### config.mk
export PLATFORM = sky130hd
export DESIGN_NAME = arithmetic
export DESIGN_NICKNAME = d
export VERILOG_FILES = /design/src/rtl/arithmetic_pkg.sv /design/src/rtl/arithmetic_isqrt.sv /design/src/rtl/arithmetic.sv
export SDC_FILE = /design/constraint.sdc
export NUM_CORES = 1
export LEC_CHECK = 0
export ABC_AREA = 1
export ABC_CLOCK_PERIOD_IN_PS = 5800
export CORE_UTILIZATION = 60
export DETAILED_ROUTE_END_ITERATION = 6
export GPL_TIMING_DRIVEN = 0
export PLACE_DENSITY = 0.77
export SLEW_MARGIN = 20
export SYNTH_ARGS = -nofsm -noshare
export SYNTH_HDL_FRONTEND = slang
export SYNTH_SLANG_ARGS = --single-unit
### constraint.sdc
create_clock -name clk -period 5.8 [get_ports clk]
set_input_delay 0.87 -clock clk [delete_from_list [all_inputs] [get_ports clk]]
set_output_delay 0.87 -clock clk [all_outputs]
set_load 0.02 [all_outputs]
### src/rtl/arithmetic_pkg.sv
// Shared widths, FSM states and the saturating axis-magnitude helper for the mouse magnitude unit.
// No logic of its own: no latency and no backpressure.
package arithmetic_pkg;

  localparam int DEF_IN_W  = 9;
  localparam int DEF_OUT_W = 9;
  localparam int MAG_W     = 8;
  localparam int RAD_W     = 17;
  // Root plus two guard bits, so |remainder| <= 2*root+1 always fits.
  localparam int REM_W     = DEF_OUT_W + 2;

  typedef enum logic [1:0] {
    IDLE   = 2'd0,
    SQUARE = 2'd1,
    ROOT   = 2'd2,
    DONE   = 2'd3
  } state_t;

  // -256 has no 8-bit magnitude, so it clamps to 255.
  function automatic logic [MAG_W-1:0] abs_mag(input logic [DEF_IN_W-1:0] v);
    logic [MAG_W-1:0] neg;
    neg = ~v[MAG_W-1:0] + 1'b1;
    if (!v[DEF_IN_W-1])
      return v[MAG_W-1:0];
    else if (v[MAG_W-1:0] == '0)
      return '1;
    else
      return neg;
  endfunction

endpackage

### src/rtl/arithmetic_isqrt.sv
// Non-restoring integer square root, one root bit per clock, MSB first.
// Latency: OUT_W cycles after start; done marks the last iteration; start is only pulsed when idle.
module isqrt_iter
  import arithmetic_pkg::*;
#(
  parameter int OUT_W = DEF_OUT_W
) (
  input  logic             clk,
  input  logic             rst_n,
  input  logic             start,
  input  logic [RAD_W-1:0] radicand,
  output logic             done,
  output logic [OUT_W-1:0] root
);

  localparam int SH_W  = 2 * OUT_W;
  localparam int CNT_W = $clog2(OUT_W);

  logic [SH_W-1:0]  rad_sh;
  logic [REM_W-1:0] rem;
  logic [REM_W-1:0] rem_sh;
  logic [REM_W-1:0] trial;
  logic [CNT_W-1:0] cnt;
  logic             busy;

  // Bring down the next radicand pair, then add or subtract the trial
  // divisor depending on the sign left by the previous step.
  always_comb begin
    rem_sh = '0;
    trial  = '0;
    rem_sh = {rem[REM_W-3:0], rad_sh[SH_W-1 -: 2]};
    if (rem[REM_W-1])
      trial = rem_sh + {root, 2'b11};
    else
      trial = rem_sh - {root, 2'b01};
  end

  assign done = busy && (cnt == CNT_W'(OUT_W - 1));

  always_ff @(posedge clk or negedge rst_n) begin
    if (!rst_n) begin
      rad_sh <= '0;
      rem    <= '0;
      root   <= '0;
      cnt    <= '0;
      busy   <= 1'b0;
    end else if (start) begin
      rad_sh <= {{(SH_W - RAD_W){1'b0}}, radicand};
      rem    <= '0;
      root   <= '0;
      cnt    <= '0;
      busy   <= 1'b1;
    end else if (busy) begin
      rad_sh <= {rad_sh[SH_W-3:0], 2'b00};
      rem    <= trial;
      root   <= {root[OUT_W-2:0], ~trial[REM_W-1]};
      cnt    <= cnt + 1'b1;
      if (done)
        busy <= 1'b0;
    end
  end

endmodule

### src/rtl/arithmetic.sv
// Mouse movement magnitude z = floor(sqrt(|x|^2 + |y|^2)), one operation in flight.
// Latency 11 edges after accept, one result per 12 cycles; in_ready low while busy, no input buffering.
module arithmetic
  import arithmetic_pkg::*;
#(
  parameter int IN_W  = DEF_IN_W,
  parameter int OUT_W = DEF_OUT_W
) (
  input  logic             clk,
  input  logic             rst_n,
  input  logic             in_valid,
  output logic             in_ready,
  input  logic [IN_W-1:0]  x_axis,
  input  logic [IN_W-1:0]  y_axis,
  output logic [OUT_W-1:0] z_axis,
  output logic             out_valid
);

  state_t             state;
  logic [MAG_W-1:0]   x_mag;
  logic [MAG_W-1:0]   y_mag;
  logic [2*MAG_W-1:0] x_sq;
  logic [2*MAG_W-1:0] y_sq;
  logic [RAD_W-1:0]   radicand;
  logic               iter_start;
  logic               iter_done;
  logic [OUT_W-1:0]   iter_root;

  assign x_sq       = x_mag * x_mag;
  assign y_sq       = y_mag * y_mag;
  assign radicand   = RAD_W'(x_sq) + RAD_W'(y_sq);
  // The iterator registers the radicand and clears its root/remainder here.
  assign iter_start = (state == SQUARE);

  isqrt_iter #(
    .OUT_W (OUT_W)
  ) u_isqrt (
    .clk      (clk),
    .rst_n    (rst_n),
    .start    (iter_start),
    .radicand (radicand),
    .done     (iter_done),
    .root     (iter_root)
  );

  always_ff @(posedge clk or negedge rst_n) begin
    if (!rst_n) begin
      state     <= IDLE;
      x_mag     <= '0;
      y_mag     <= '0;
      z_axis    <= '0;
      out_valid <= 1'b0;
      in_ready  <= 1'b1;
    end else begin
      out_valid <= 1'b0;
      case (state)
        IDLE: begin
          if (in_valid) begin
            x_mag    <= abs_mag(x_axis);
            y_mag    <= abs_mag(y_axis);
            in_ready <= 1'b0;
            state    <= SQUARE;
          end
        end
        SQUARE: state <= ROOT;
        ROOT: begin
          if (iter_done)
            state <= DONE;
        end
        DONE: begin
          z_axis    <= iter_root;
          out_valid <= 1'b1;
          in_ready  <= 1'b1;
          state     <= IDLE;
        end
        default: state <= IDLE;
      endcase
    end
  end

endmodule

==> results.md <==
- Setup repair after global routing missed its margin: false
- Setup crit start kind: flip-flop
- Register area share after synthesis: 23.86%
- Final setup slack of the worst path: 0.3679 ns
- # fillers: 996
- GR Overflow Total: 0
- Post-layout min period: 5.432 ns
- Ratio of routed vias to standard cells: 4.973
- Aggregate negative setup slack: 0 ns
- Die Outline Area: 0.01287 sq mm
- Signed area change from the synthesized netlist to the final layout: 10.83%
- R2R cell count: 20
- Detailed-route wire length per cell: 12.85 um
- Total number of H-tree levels: 3
- First-pass iteration count of the detailed router: 4
- Setup CP Type: reg2reg
- DRC Markers: 0
- Latest clock arrival within the worst-skew pair: 0.35 ns
- RR Endpoint: u_isqrt.rad_sh[15]$_DFFE_PN0P_
- Arrival time reported for the critical path endpoint: 5.67 ns
- Initial antenna violation count: 0
- Number of synthesized register bits: 71
- HPWL Detailed: 11980 um
- Syn nets: 1102
- Total routed wirelength: 14680 um
- Mapped Area: 0.007451 sq mm
- Largest net degree at the start of global routing: 41
- Die height: 113.4 um
- Max-cap viol count: 0
- Number of top-level design ports: 32
- Clock Sinks: 71
- Via Count: 5679
- Commonest cells after routing, fill and taps aside: inv_1 (223), nand2_1 (210), fa_1 (76)
- Total core area: 0.01206 sq mm
- Final period util: 93.66%
- Clock tree from TritonCTS: done
- Hold violation total from the final report: 0
- Max Clk Rate: 0.1841 GHz
- Clock-pin slew reported for the worst setup and hold paths after clock tree synthesis: 0.06 ns
- Routability Congestion: 0.8664
- Number of cells produced by synthesis: 931
- Maximum fanout count along the critical path: 8
- Start point of the critical path: x_mag[6]$_DFFE_PN0P_
- Sequential cell area in the final layout: 0.001778 sq mm
- Detailed Route Iter0 Violations: 275
- Number of global-route vias before repair: 5660
- Post-CTS setup buffer count: 0
- Overall routing resource usage: 25.78%
- Proportion of layout cells with a drive suffix above 1: 5.544%
- R2R setup slack: 0.37 ns
- First-pass GRT wire length: 25830 um
- Result of the run: completed
- Data required time of the worst path: 6.04 ns
- Multi-input logic area: 0.004643 sq mm
- Worst setup endpoint: u_isqrt.rad_sh[15]$_DFFE_PN0P_
- Final #Nets: 1140
- Standard-cell row count: 40
- Most common cell after layout, fill and taps aside: inv_1
- Count of buffers from port buffering: 29
- Yosys warning count: 0
- Final setup violation count: 0
- Starting utilization of the core area: 61.77%
- Number of distinct library cells after synthesis: 38
- Number of antenna-violating nets in the routed design: 0
- Final Max Slew Viols: 0
- Average size of a mapped cell: 8.003 sq um
- Worst setup EP type: flip-flop
- Root Buffer: clkbuf_16
- Worst Max-Slew Pin Slew: 0.4872 ns
- Die X: 113.4 um
- Diode count: 0
- Type of the most critical hold path: in2async
- Max-Slew Margin vs Limit: 67.52%
- Setup slack at placement: 0.2573 ns
- Worst reg2reg startpoint: x_mag[6]$_DFFE_PN0P_
- TritonCTS buffer count: 9
- Max Buffers Root-to-Sink: 2
- Largest clock skew in the final design: 0.01178 ns
through the flow:
stage	cell area [sq um]	hold WS [ns]	std cells	utilization [%]
2_1_floorplan	7451	0.4487	931	-
3_3_place_gp	7951	0.4558	1128	65.92
3_5_place_dp	7969	0.4662	1129	66.07
4_1_cts	8267	0.4713	1145	68.54
5_1_grt	8258	0.4948	1142	68.46
6_report	8258	0.4561	1142	68.46
layout make-up:
| cell class | count | share of cell area [%] |
|---|---|---|
| multi-input cells | 600 | 56.23 |
| flip-flops and latches | 71 | 21.53 |
| inverters | 228 | 10.36 |
| repair buffers | 30 | 3.727 |
| clock buffers | 10 | 2.773 |
| well taps | 168 | 2.545 |
| plain buffers | 29 | 2.000 |
| clock inverters | 6 | 0.8333 |
worst min-delay path by stage:
stage / start / endpoint / slack, ns / cells after the start
floorplan: u_isqrt.rad_sh[14]$_DFFE_PN0P_ / u_isqrt.rad_sh[14]$_DFFE_PN0P_ / 0.45 / 2
global placement: in_ready$_DFFE_PN1P_ / in_ready$_DFFE_PN1P_ / 0.46 / 2
detailed placement: u_isqrt.rad_sh[15]$_DFFE_PN0P_ / u_isqrt.rad_sh[15]$_DFFE_PN0P_ / 0.47 / 2
CTS: rst_n / u_isqrt.rem[6]$_DFFE_PN0P_ / 0.47 / 1
global route: rst_n / u_isqrt.rem[10]$_DFFE_PN0P_ / 0.49 / 1
finish: rst_n / u_isqrt.rem[6]$_DFFE_PN0P_ / 0.46 / 1
synthesized netlist by cell type:
master	instances	area share [%]
nor2_8	1	0.27
o21bai_1	2	0.20
nand3_1	34	2.3
xor2_1	16	1.9
a21boi_0	1	0.10
nand2_2	3	0.25
o22ai_1	11	0.92
buf_6	2	0.30
a21oi_2	1	0.12
nand4_1	7	0.59
o211ai_1	6	0.60
inv_1	223	11
nor2_2	3	0.25
nor2_4	1	0.15
ha_1	74	12
and2_1	2	0.17
xnor2_1	16	1.9
clkbuf_1	16	0.81
clkbuf_8	1	0.18
a21o_1	2	0.20
fa_1	76	20
a31oi_1	4	0.34
dfstp_2	1	0.35
nor2_1	51	2.6
buf_2	8	0.54
or2_2	1	0.084
inv_2	5	0.25
a22oi_1	5	0.50
o21ai_0	34	2.3
nand2_1	210	11
a21oi_1	32	2.1
xnor2_4	1	0.37
and3_1	1	0.084
buf_4	5	0.50
o21ai_1	3	0.20
dfrtp_1	70	24
mux2_2	1	0.15
a31oi_4	1	0.29
kinds of logic after synthesis:
| kind of cell | after synthesis | synth area share, % |
|---|---|---|
| AO/OA/AOI/OAI | 102 | 7.909 |
| XOR/XNOR | 33 | 4.131 |
| adder cells (fa/ha/maj) | 150 | 32.85 |
| buffers and inverters | 260 | 13.82 |
| flip-flops | 71 | 23.86 |
| multiplexers | 1 | 0.1511 |
| AND/OR/NAND/NOR | 314 | 17.28 |
layer usage:
metal / track usage [%] / wire [um]
met3: 3.879 / 652
met4: 6.579 / 176
met2: 41.27 / 6741
met1: 37.10 / 7106
met5: 0 / 0
critical path, stage by stage (launching register included):
cell      delay (ns)
dfrtp_1         0.35
clkbuf_1        0.33
nand2_1         0.22
fa_1            0.55
fa_1            0.54
inv_1           0.05
fa_1            0.52
fa_1            0.44
fa_1            0.56
inv_1           0.06
fa_1            0.53
inv_1           0.04
ha_1            0.35
nand2_1         0.12
nand3_1         0.18
nand3_1         0.16
nand3_1         0.08
nand2_1         0.06
nand3_1         0.06
nand2_1         0.07
nand2_1         0.05
what timing repair did:
action | in CTS | in global routing
endpoints found under the setup margin | 0 | 5
hold buffers | 0 | 0
gates resized for setup | 0 | 4
state kept, by name, indices dropped and copies added (netlist names), 2 cells and up:
name and flops:
u_isqrt.rad_sh 18, u_isqrt.root 9, y_mag 8, u_isqrt.rem 10, z_axis 9, x_mag 8, state 2, u_isqrt.cnt 4
Power is not shown: default switching activity piles up to over one toggle a cycle in this logic, so the estimate is an artifact.
